[src/rtl/fifo_pkg.sv]
// Shared definitions for the parametrised synchronous FIFO: default sizes,
// pointer-width helper and the error code enum used by bench scoreboards.
package fifo_pkg;

  localparam int DEFAULT_DATA_W = 8;
  localparam int DEFAULT_DEPTH  = 16;

  typedef enum logic [1:0] {
    ERR_NONE = 2'd0,
    ERR_OVF  = 2'd1,
    ERR_UDF  = 2'd2
  } fifo_err_e;

  function automatic int ptr_w(input int depth);
    return $clog2(depth);
  endfunction

endpackage

[src/rtl/fifo_sync_param_if.sv]
// Producer/consumer handshake bundle for fifo_sync_param; the FIFO itself
// attaches through the slave modport, the surrounding logic through master.
interface fifo_sync_param_if #(
  parameter int DATA_W = 8,
  parameter int DEPTH  = 16
);

  localparam int CNT_W = $clog2(DEPTH) + 1;

  logic              wr_en;
  logic [DATA_W-1:0] data_in;
  logic              rd_en;
  logic [DATA_W-1:0] data_out;
  logic              full;
  logic              empty;
  logic              almost_full;
  logic              almost_empty;
  logic [CNT_W-1:0]  count;
  logic              overflow;
  logic              underflow;

  modport master (
    output wr_en, data_in, rd_en,
    input  data_out, full, empty, almost_full, almost_empty,
           count, overflow, underflow
  );

  modport slave (
    input  wr_en, data_in, rd_en,
    output data_out, full, empty, almost_full, almost_empty,
           count, overflow, underflow
  );

endinterface

[src/rtl/fifo_mem.sv]
// DEPTH x DATA_W register array: one synchronous write port and one
// asynchronous read port. Contents are deliberately not reset.
module fifo_mem
  import fifo_pkg::*;
#(
  parameter int DATA_W = DEFAULT_DATA_W,
  parameter int DEPTH  = DEFAULT_DEPTH,
  localparam int PTR_W = ptr_w(DEPTH)
) (
  input  logic              clk,
  input  logic              wr_en,
  input  logic [PTR_W-1:0]  wr_addr,
  input  logic [DATA_W-1:0] wr_data,
  input  logic [PTR_W-1:0]  rd_addr,
  output logic [DATA_W-1:0] rd_data
);

  logic [DATA_W-1:0] mem [DEPTH];

  always_ff @(posedge clk) begin
    if (wr_en) begin
      mem[wr_addr] <= wr_data;
    end
  end

  assign rd_data = mem[rd_addr];

endmodule

[src/rtl/fifo_sync_param.sv]
// Parametrised single-clock FIFO with occupancy count, threshold flags and
// overflow/underflow pulses. Define FIFO_FWFT_EN for first-word-fall-through reads.
module fifo_sync_param
  import fifo_pkg::*;
#(
  parameter int DATA_W    = DEFAULT_DATA_W,
  parameter int DEPTH     = DEFAULT_DEPTH,
  parameter int AF_THRESH = DEPTH - 2,
  parameter int AE_THRESH = 2
) (
  input  logic clk,
  input  logic rst,
  fifo_sync_param_if.slave bus
);

  localparam int PTR_W = ptr_w(DEPTH);
  localparam int CNT_W = PTR_W + 1;

  localparam logic [CNT_W-1:0] CNT_FULL = CNT_W'(DEPTH);
  localparam logic [CNT_W-1:0] AF_LEVEL = CNT_W'(AF_THRESH);
  localparam logic [CNT_W-1:0] AE_LEVEL = CNT_W'(AE_THRESH);

  logic [PTR_W-1:0]  wr_ptr;
  logic [PTR_W-1:0]  rd_ptr;
  logic [CNT_W-1:0]  count_q;
  logic              overflow_q;
  logic              underflow_q;
  logic              full_w;
  logic              empty_w;
  logic              wr_accept;
  logic              rd_accept;
  logic [DATA_W-1:0] mem_rdata;

  // Flags come from the registered count, never from pointer comparison
  assign full_w  = (count_q == CNT_FULL);
  assign empty_w = (count_q == '0);

  // A full FIFO still takes a write when the same cycle pops the head
  assign wr_accept = bus.wr_en && (!full_w || bus.rd_en);
  assign rd_accept = bus.rd_en && !empty_w;

  fifo_mem #(
    .DATA_W (DATA_W),
    .DEPTH  (DEPTH)
  ) u_mem (
    .clk     (clk),
    .wr_en   (wr_accept),
    .wr_addr (wr_ptr),
    .wr_data (bus.data_in),
    .rd_addr (rd_ptr),
    .rd_data (mem_rdata)
  );

  always_ff @(posedge clk or negedge rst) begin
    if (!rst) begin
      wr_ptr      <= '0;
      rd_ptr      <= '0;
      count_q     <= '0;
      overflow_q  <= 1'b0;
      underflow_q <= 1'b0;
    end else begin
      if (wr_accept) begin
        wr_ptr <= wr_ptr + 1'b1;
      end
      if (rd_accept) begin
        rd_ptr <= rd_ptr + 1'b1;
      end
      case ({wr_accept, rd_accept})
        2'b10:   count_q <= count_q + 1'b1;
        2'b01:   count_q <= count_q - 1'b1;
        default: count_q <= count_q;
      endcase
      overflow_q  <= bus.wr_en && !wr_accept;
      underflow_q <= bus.rd_en && !rd_accept;
    end
  end

`ifdef FIFO_FWFT_EN
  // Head word is presented combinationally; rd_en only acknowledges it
  assign bus.data_out = empty_w ? '0 : mem_rdata;
`else
  logic [DATA_W-1:0] data_out_q;

  always_ff @(posedge clk or negedge rst) begin
    if (!rst) begin
      data_out_q <= '0;
    end else if (rd_accept) begin
      data_out_q <= mem_rdata;
    end
  end

  assign bus.data_out = data_out_q;
`endif

  assign bus.full         = full_w;
  assign bus.empty        = empty_w;
  assign bus.almost_full  = (count_q >= AF_LEVEL);
  assign bus.almost_empty = (count_q <= AE_LEVEL);
  assign bus.count        = count_q;
  assign bus.overflow     = overflow_q;
  assign bus.underflow    = underflow_q;

endmodule

[src/flat_wrapper.sv]
// flat-port wrapper written by rule: the top's interface ports become plain ports
module fifo_sync_param_flat import fifo_pkg::*;
#(
  parameter int DATA_W    = DEFAULT_DATA_W,
  parameter int DEPTH     = DEFAULT_DEPTH,
  parameter int AF_THRESH = DEPTH - 2,
  parameter int AE_THRESH = 2
)
  (clk, rst, bus_wr_en, bus_data_in, bus_rd_en, bus_data_out, bus_full, bus_empty, bus_almost_full, bus_almost_empty, bus_count, bus_overflow, bus_underflow);
  fifo_sync_param_if #(.DATA_W(DATA_W), .DEPTH(DEPTH)) bus_i ();
  input  logic clk;
  input  logic rst;
  input wire logic [$bits(bus_i.wr_en)-1:0] bus_wr_en;
  input wire logic [$bits(bus_i.data_in)-1:0] bus_data_in;
  input wire logic [$bits(bus_i.rd_en)-1:0] bus_rd_en;
  output wire logic [$bits(bus_i.data_out)-1:0] bus_data_out;
  output wire logic [$bits(bus_i.full)-1:0] bus_full;
  output wire logic [$bits(bus_i.empty)-1:0] bus_empty;
  output wire logic [$bits(bus_i.almost_full)-1:0] bus_almost_full;
  output wire logic [$bits(bus_i.almost_empty)-1:0] bus_almost_empty;
  output wire logic [$bits(bus_i.count)-1:0] bus_count;
  output wire logic [$bits(bus_i.overflow)-1:0] bus_overflow;
  output wire logic [$bits(bus_i.underflow)-1:0] bus_underflow;
  assign bus_i.wr_en = bus_wr_en;
  assign bus_i.data_in = bus_data_in;
  assign bus_i.rd_en = bus_rd_en;
  assign bus_data_out = bus_i.data_out;
  assign bus_full = bus_i.full;
  assign bus_empty = bus_i.empty;
  assign bus_almost_full = bus_i.almost_full;
  assign bus_almost_empty = bus_i.almost_empty;
  assign bus_count = bus_i.count;
  assign bus_overflow = bus_i.overflow;
  assign bus_underflow = bus_i.underflow;
  fifo_sync_param #(.DATA_W(DATA_W), .DEPTH(DEPTH), .AF_THRESH(AF_THRESH), .AE_THRESH(AE_THRESH)) u_core (.clk(clk), .rst(rst), .bus(bus_i));
endmodule
[config.mk]
export PLATFORM = sky130hd
export DESIGN_NAME = fifo_sync_param_flat
export DESIGN_NICKNAME = d
export VERILOG_FILES = /design/src/rtl/fifo_pkg.sv /design/src/rtl/fifo_sync_param_if.sv /design/src/rtl/fifo_mem.sv /design/src/rtl/fifo_sync_param.sv /design/src/flat_wrapper.sv
export SDC_FILE = /design/constraint.sdc
export NUM_CORES = 1
export LEC_CHECK = 0
export CORE_UTILIZATION = 30
export DETAILED_ROUTE_END_ITERATION = 8
export DONT_BUFFER_PORTS = 1
export SLEW_MARGIN = 10
export SYNTH_ARGS = -nofsm -noshare
export SYNTH_HDL_FRONTEND = slang
export SYNTH_HIERARCHICAL = 1
export SYNTH_SLANG_ARGS = --single-unit
[constraint.sdc]
create_clock -name clk -period 2.4 [get_ports clk]
set_input_delay 0.72 -clock clk [delete_from_list [all_inputs] [get_ports clk]]
set_output_delay 0.72 -clock clk [all_outputs]
set_load 0.02 [all_outputs]
# --- Word-level counts from Yosys, hierarchy flattened ---
# Memory sizes are Yosys's and may differ from the RTL's. A register that Yosys moved wholly into a read port is not among the register bits.
# Index checks and enable logic that the tools add are counted.
totals:
  reg_bits: 15
  ram_bits: 128
  inputBits: 12
  mem_count: 1
classes:
  add_sub_neg: 4
  order_cmp: 2
  n_eq_ne: 3
  muxes: 3
  n_reduce_logical: 12
memory_table:
  columns: ["name", "depth", "word_bits", "rd", "rd_clocked_by_memory_dff", "wr", "line_no", "text"]
  rows:
  - ["u_core.u_mem.mem", 16, 8, 1, 1, 1, "fifo_mem.sv:18", "logic [DATA_W-1:0] mem [DEPTH];"]
op_table:
  columns: ["cell", "n"]
  rows:
  - ["one-hot mux 5 bit (2 select lines)", 1]
  - ["adder 4 x 1 -> 4 bit (second input constant)", 2]
  - ["adder 5 x 1 -> 5 bit (second input constant)", 1]
  - ["equality test 5 bit (second input constant)", 1]
  - [">= comparator 5 x 4 -> 1 bit (second input constant)", 1]
  - ["<= comparator 5 x 2 -> 1 bit (second input constant)", 1]
  - ["logical NOT 1 bit", 5]
  - ["logical NOT 5 bit", 1]
  - ["subtractor 5 x 1 -> 5 bit (second input constant)", 1]
  - ["logical AND 1 bit", 4]
  - ["equality test 2 x 1 -> 1 bit (second input constant)", 1]
  - ["equality test 2 bit (second input constant)", 1]
  - ["two-way mux 1 bit", 2]
  - ["nonzero test 2 bit", 1]
  - ["logical OR 1 bit", 1]

# --- Depth between registers and ports, before layout ---
# Gate-level depths: netlist (run 1).
logic_depth:
  word_depth: 6
  depth_mapped: 10
  ltp_nobuf: 10

# --- Hierarchy ---
# The synthesis (run 1) kept the hierarchy.
by_module_without_submodules:
  columns: ["module", "instances", "cells_per_inst", "area_per_inst_um2"]
  rows:
  - ["fifo_mem", 1, 221, 4987.3]
  - ["fifo_sync_param", 1, 93, 1128.6]

# --- Least setup slack after synthesis (run 1) ---
# OpenSTA, ideal clock, no wires.
synth_path:
  path_kind: "input port to flip-flop"
  from: "input port bus_rd_en"
  to: "register u_core.count_q[4], in the netlist u_core/bus.count[4]"
  setup_ps: 131
  arrival_time_ps: 2635
  required_time_ps: 2269
  slack_ps: -366
  cell_stages: 9
  cell_sequence: "inv_1 a31oi_1 inv_1 ha_1 ha_1 nor2b_1 or2_2 o41ai_1 o41ai_1"
synth_via:
  elab_chain_len: 4
  word_cells_on_any_way: 7
synth_lines:
  columns: ["item", "line_no", "text"]
  rows:
  - ["from (decl)", "flat_wrapper.sv:15", "input wire logic [$bits(bus_i.rd_en)-1:0] bus_rd_en;"]
  - ["logical OR 1 bit *", "fifo_sync_param.sv:39", "assign wr_accept = bus.wr_en && (!full_w || bus.rd_en);"]
  - ["logical AND 1 bit *", "fifo_sync_param.sv:39", null]
  - ["named net u_core.wr_accept", "fifo_sync_param.sv:30", "logic wr_accept;"]
  - ["equality test 2 x 1 -> 1 bit / equality test 2 bit (equally long branches)", "fifo_sync_param.sv:68", "case ({wr_accept, rd_accept})"]
  - ["one-hot mux 5 bit (2 select lines) / nonzero test 2 bit (equally long branches)", null, null]
  - ["to (signal assigned)", "fifo_sync_param.sv:69", "2'b10: count_q <= count_q + 1'b1;"]
  - ["to (signal assigned)", "fifo_sync_param.sv:70", "2'b01: count_q <= count_q - 1'b1;"]
  - ["to (signal assigned)", "fifo_sync_param.sv:71", "default: count_q <= count_q;"]
  - ["to (decl)", "fifo_sync_param.sv:25", "logic [CNT_W-1:0] count_q;"]
# Mark *: on every way through the listed nets, which the timed path passes. The rest lies on a longest branch.
# A chain may end at the register's enable or synchronous reset.

# --- Worst setup path in the final report (run 1) ---
layout_path:
  from: "register u_core.count_q[1], in the netlist u_core/bus.count[1]"
  to: "register u_core.count_q[4], in the netlist u_core/bus.count[4]"
layout_via:
  elab_chain_len: 6
  word_cells_on_any_way: 13
layout_lines:
  columns: ["item", "line_no", "text"]
  rows:
  - ["equality test 5 bit *", "fifo_sync_param.sv:35", "assign full_w = (count_q == CNT_FULL);"]
  - ["logical NOT 1 bit *", "fifo_sync_param.sv:39", null]
  - ["logical OR 1 bit *", "fifo_sync_param.sv:39", null]
  - ["logical AND 1 bit *", "fifo_sync_param.sv:39", null]
  - ["named net u_core.wr_accept", "fifo_sync_param.sv:30", null]
  - ["equality test 2 x 1 -> 1 bit / equality test 2 bit (equally long branches)", "fifo_sync_param.sv:68", null]
  - ["one-hot mux 5 bit (2 select lines) / nonzero test 2 bit (equally long branches)", null, null]
# Marked as above.

==> results of run 1 <==
kinds of logic after synthesis:
group | Yosys count
DFF | 151
adders and majority gates | 7
buffers and inverters | 19
AOI/OAI and AO/OA | 27
xor gates and xnor gates | 9
and+or+nand+nor | 57
muxes | 44
registers in the layout, indices dropped and copies added, names as in the netlist:
register / flops
u_core/u_mem/mem: 128
u_core/bus.data_out: 8
u_core/bus.count: 5
u_core/rd_ptr: 4
u_core/wr_ptr: 4
u_core/bus.overflow: 1
u_core/bus.underflow: 1
area by class of cell:
type	instances	area [µm²]	share of cell area
Sequential cell	151	4420	0.602
Multi-Input combinational cell	144	1630	0.222
Clock buffer	17	425	0.0579
Timing Repair Buffer	42	353	0.0480
Tap cell	265	332	0.0451
Clock inverter	15	161	0.0220
Inverter	7	28.8	0.00391
routing by layer:
metal  up-vias  track usage  share of wire
li1       1375            -              -
met1      1620        0.168           0.45
met2        60        0.206           0.50
met3        14       0.0362          0.042
met4         0       0.0537          0.011
met5         -            0              0
synth_stat cells:
library cell | number | area [µm²]
edfxtp_1 | 128 | 3840
dfrtp_1 | 23 | 576
mux4_2 | 18 | 405
a22oi_1 | 16 | 120
nand2_1 | 15 | 56.3
mux4_1 | 14 | 368
nor2_1 | 14 | 52.6
mux2_2 | 10 | 113
inv_1 | 7 | 26.3
ha_1 | 6 | 75.1
nor3_1 | 6 | 30.0
xnor2_1 | 5 | 43.8
xor2_1 | 4 | 35.0
and2_1 | 3 | 18.8
buf_2 | 3 | 15.0
buf_6 | 3 | 33.8
clkdlybuf4s25_2 | 3 | 30.0
o21ai_0 | 3 | 15.0
buf_4 | 2 | 15.0
mux2i_1 | 2 | 20.0
nand2b_1 | 2 | 12.5
nand3_1 | 2 | 10.0
nand3b_1 | 2 | 15.0
nand4_1 | 2 | 12.5
nor2b_1 | 2 | 12.5
nor3b_1 | 2 | 15.0
o41ai_1 | 2 | 17.5
or2_2 | 2 | 12.5
a2111oi_0 | 1 | 8.76
a21o_1 | 1 | 7.51
a21oi_1 | 1 | 5.00
a21oi_2 | 1 | 8.76
a31oi_1 | 1 | 6.26
and2b_1 | 1 | 7.51
and3_1 | 1 | 6.26
clkbuf_1 | 1 | 3.75
fa_1 | 1 | 20.0
nor4_1 | 1 | 6.26
nor4_4 | 1 | 21.3
o22ai_1 | 1 | 6.26
or3b_2 | 1 | 8.76
report_power, final:
part | total, mW | switching, mW | internal [mW]
registers | 3.66 | 0.370 | 3.29
logic | 2.68 | 1.37 | 1.31
clock network | 2.64 | 1.03 | 1.61
total | 8.98 | 2.77 | 6.21
path summary, 6_finish.rpt:
path,start,endpoint,slack (ps),depth (start not counted)
worst max-delay path,u_core/bus.count[1],u_core/bus.count[4],-40,11
worst min-delay path,rst,u_core/bus.data_out[0],110,1
worst max register to register,u_core/bus.count[1],u_core/bus.count[4],-40,11
worst min register to register,u_core/rd_ptr[3],u_core/rd_ptr[3],550,1
max in group asynchronous,rst,u_core/bus.count[2],2130,1
min in group clk,bus_data_in[1],u_core/u_mem/mem[4][1],390,0
what timing repair did:
action | 4_1_cts | 5_1_grt
hold buffers | 1 | 0
gates resized for setup | 4 | 6
setup buffers | 3 | 1
pin swaps | 3 | 5
hold endpoints to repair | 23 | 0
endpoints found under the setup margin | 3 | 4
stage by stage:
step / power, mW / cell area (µm²) / worst slack [ps] / setup TNS, ps / util
after global placement: 6.24 / 6690 / -6.24 / -6.24 / 0.339
after global routing: 9.40 / 7350 / -165 / -192 / 0.373
after detailed placement: 6.32 / 6690 / -105 / -105 / 0.339
after floorplan: 5.48 / 6150 / -152 / -152 / -
final: 8.98 / 7350 / -43.8 / -43.8 / 0.373
after CTS: 9.05 / 7330 / -15.2 / -15.2 / 0.372
==> results.cfg, run 1 <==
[logic_synthesis]
synth-compound-area-share = 0.0319
synth.yosys.warnings = 6
synthXorXnorAreaFrac = 0.0129
syn_nets = 333
synth.cell_area_um2 = 6120
synth-simple-area-share = 0.0487
synthAdderAreaFrac = 0.0155
syn_inst = 314
synth_cell_types = 41
synth.mux.area_fraction = 0.148
avgSynthCellArea_um2 = 19.5
ys_seq_elements = 151
synth_top_family_by_area = multiplexers
synth-seq-area-share = 0.723

[worst_setup_path]
crit_path_top_delay_cell = dfrtp_1
cp_data_arrival_time_ps = 2750
required_ps = 2710
critPathKind = reg -> reg
crit_fanout = 5
cp-start-kind = flop
worstPathCellList = nor4_4 -> buf_4 -> a31oi_4 -> inv_2 -> ha_4 -> inv_4 -> fa_2 -> nor2b_4 -> or2_4 -> o41ai_2 -> o41ai_1
crit_family = adder cells
cpPeakStageDelay_ps = 410
path_buf_inv = 3
critical_path.endpoint_type = flop

[sta]
setup_violations = 1
clock.fmax_ghz = 0.409
holdWs_ps = 108
final.min_clock_period_ps = 2440
maxSlewViolCount = 0
clock_skew_ps = 7.91
finalCritPeriodShare = 1.02
fin_ws_ps = -43.8
relSlewSlack = 0.650
rsz0062_at_grt = true
final-hold-violation-count = 0
worstMarginPinSlew_ps = 524

[clock_tree]
cts_tree = yes
cts_sinks = 151
cts-root-buf = clkbuf_16
cts_made_buffers = 17
cts.clk_slew.worst_paths_ps = 60
clock_latency_ps = 420
clk_path_buf_depth = 2
htree_levels = 4

[placement]
port_buffers = 0
dp.cells = 604
dp_hpwl_mm = 8.10
place.gp.congestion = 0.709

[die]
die_x_um = 145
die_h_um = 145
rows = 51
fp.coreArea_um2 = 19700
dieArea_um2 = 21000
initial_core_util = 0.310
num_io_pins = 31

[final_layout]
nNetsFinal = 382
layout-drive-gt1-share = 0.314
mostFrequentLayoutCells = 128 x edfxtp_1, 39 x buf_4, 20 x dfrtp_1
nFillCells = 1770
layoutNonFillerInstCount = 641
syn2layout_area_growth_pct = 20.2
final_common_cell = edfxtp_1
antenna_cells = 0

[route]
drt_iter0_markers = 256
wl_per_cell_um = 19.5
drc = 0
vias = 3069
first_pass_iters = 4
wl_mm = 12.5
vias_per_cell = 4.79
ant_nets = 0

[global_routing]
grt_max_degree = 36
grt_use_total = 0.130
grt_pass1_vias = 3202
grt-ovfl-total = 0
grt_first_pass_wirelength_mm = 19.1
antenna_found_initial = 0

[flow_run]
maxCapViolations = 0

[power]
p_leak_nw = 2.56
p_per_area_nw_per_um2 = 1220
ir_drop_v = 0.000607

[min_path]
hold_path.class = in -> async

[run_status]
violations = negative setup slack
status = finished, violations left
Note: power is estimated with default switching activity, not from simulation.
==> run 2, diff against run 1 <==
- CELL_PAD_IN_SITES_DETAIL_PLACEMENT: not set -> 0
- CELL_PAD_IN_SITES_GLOBAL_PLACEMENT: not set -> 1
- CORE_MARGIN: not set -> 2
- PLACE_DENSITY_LB_ADDON: not set -> 0.1
==> run 2 against run 1 <==
  * The run now ends clean
  * Design area about the same
  * Non-clock buffer count down 1
  * Combinational power up 3%
  * Final cell count up 0.62%
  * Fmax up 3.5%
  * Power down 0.50%
  * Clock skew up 1.3 ps
  * Critical path depth unchanged
  * Utilization down 0.70 points
  * Largest cell class unchanged
==> results.cfg, run 2 (synthesis gave the netlist of run 1 again) <==
[route]
first_pass_iters = 4
wl_mm = 13.3
wl_per_cell_um = 20.7
drc = 0
drt_iter0_markers = 201
ant_nets = 0
vias = 3013
vias_per_cell = 4.67

[clock_tree]
htree_levels = 4
cts_sinks = 151
cts.clk_slew.worst_paths_ps = 60
cts_made_buffers = 17
clock_latency_ps = 420
cts_tree = yes
cts-root-buf = clkbuf_16
clk_path_buf_depth = 2

[final_layout]
nNetsFinal = 381
nFillCells = 1866
largest_reg_flops = 128
layoutNonFillerInstCount = 645
largest-register = u_core/u_mem/mem
syn2layout_area_growth_pct = 20.3
fin_area_um2 = 7360
layout-drive-gt1-share = 0.325
fin_util = 0.366
mostFrequentLayoutCells = 128 x edfxtp_1, 38 x buf_4, 20 x dfrtp_1
antenna_cells = 0
final_common_cell = edfxtp_1

[worst_setup_path]
crit_fanout = 3
path_buf_inv = 3
crit_path_top_delay_cell = dfrtp_1
required_ps = 2710
cpPeakStageDelay_ps = 410
cp_data_arrival_time_ps = 2670
critical_path.endpoint_type = flop
cp-start-kind = flop
worstPathCellList = nor4_4 -> buf_4 -> a31oi_4 -> inv_2 -> ha_4 -> inv_2 -> fa_2 -> nor2b_2 -> or2_4 -> o41ai_2 -> o41ai_2
crit_family = simple AND/OR/NAND/NOR gates
critPathKind = reg -> reg

[sta]
final-hold-violation-count = 0
relSlewSlack = 0.699
rsz0062_at_grt = true
final.min_clock_period_ps = 2360
fin_ws_ps = 38.8
setup_violations = 0
worstMarginPinSlew_ps = 451
finalCritPeriodShare = 0.984
maxSlewViolCount = 0
clock.fmax_ghz = 0.424
clock_skew_ps = 9.17

[run_status]
status = finished, final reports clean

[power]
ir_drop_v = 0.000531
p_leak_nw = 2.55
p_per_area_nw_per_um2 = 1210

[placement]
place.gp.congestion = 0.725
detailed_place.area_um2 = 6710
post-place-ws_ps = -71.5
dp_hpwl_mm = 8.52
dp.cells = 611
port_buffers = 0

[global_routing]
grt_use_total = 0.131
antenna_found_initial = 0
grt_first_pass_wirelength_mm = 19.9
grt-ovfl-total = 0
grt_max_degree = 36
grt_pass1_vias = 3050

[die]
die_x_um = 147
die_h_um = 147
initial_core_util = 0.304
fp.coreArea_um2 = 20100
num_io_pins = 31
dieArea_um2 = 21500
rows = 52

[flow_run]
maxCapViolations = 0

[min_path]
hold_path.class = in -> async
run 2: layer usage:
metal,track usage,share of wire
met1,0.180,0.46
met2,0.201,0.48
met3,0.0298,0.041
met4,0.0539,0.013
met5,0,0
run 2: metrics by stage:
stage               hold WS [ps]  TNS (ps)  power [mW]
floorplan                    424      -152        5.48
global placement             425     -31.5        6.43
detailed placement           425     -71.5        6.44
CTS                         92.4         0        9.01
global route                96.9      -151        9.45
finish                       109         0        8.93
run 2: path summary, 6_finish.rpt:
kind	startpoint	end	slack, ps	depth (start not counted)
max	u_core/bus.count[1]	u_core/bus.count[4]	40	11
min	rst	u_core/rd_ptr[0]	110	1
max reg2reg	u_core/bus.count[1]	u_core/bus.count[4]	40	11
min reg2reg	u_core/wr_ptr[3]	u_core/wr_ptr[3]	560	1
max in group asynchronous	rst	u_core/bus.count[0]	2130	1
min in group clk	bus_data_in[0]	u_core/u_mem/mem[13][0]	390	0
run 2: report_power, final:
group / switching [mW] / internal (mW)
Combinational: 1.45 / 1.32
Sequential: 0.357 / 3.28
Clock: 1.11 / 1.41
run 2: cell type report:
class | instances | area, µm² | share of cell area
clock buffers | 19 | 453 | 0.0616
inverters | 7 | 26.3 | 0.00357
clock inverters | 13 | 116 | 0.0158
repair buffers | 41 | 345 | 0.0469
well taps | 270 | 338 | 0.0459
multi-input cells | 144 | 1650 | 0.225
flip-flops and latches | 151 | 4420 | 0.601
run 2: worst reg2reg max path: cells and delay by family, from the launching register on:
kind | cells | cell delay (ps)
flip-flops | 1 | 410
buffers and inverters | 3 | 300
AND/OR/NAND/NOR | 3 | 560
AO/OA/AOI/OAI | 3 | 480
adder cells (fa/ha/maj) | 2 | 500
run 2: repair_timing:
item                                   in CTS  in global routing
setup endpoints to repair                   3                  4
hold buffers                                1                  0
pin swaps                                   1                  3
endpoints found under the hold margin      23                  0
resized for setup                           2                 11
buffers inserted                            0                  1
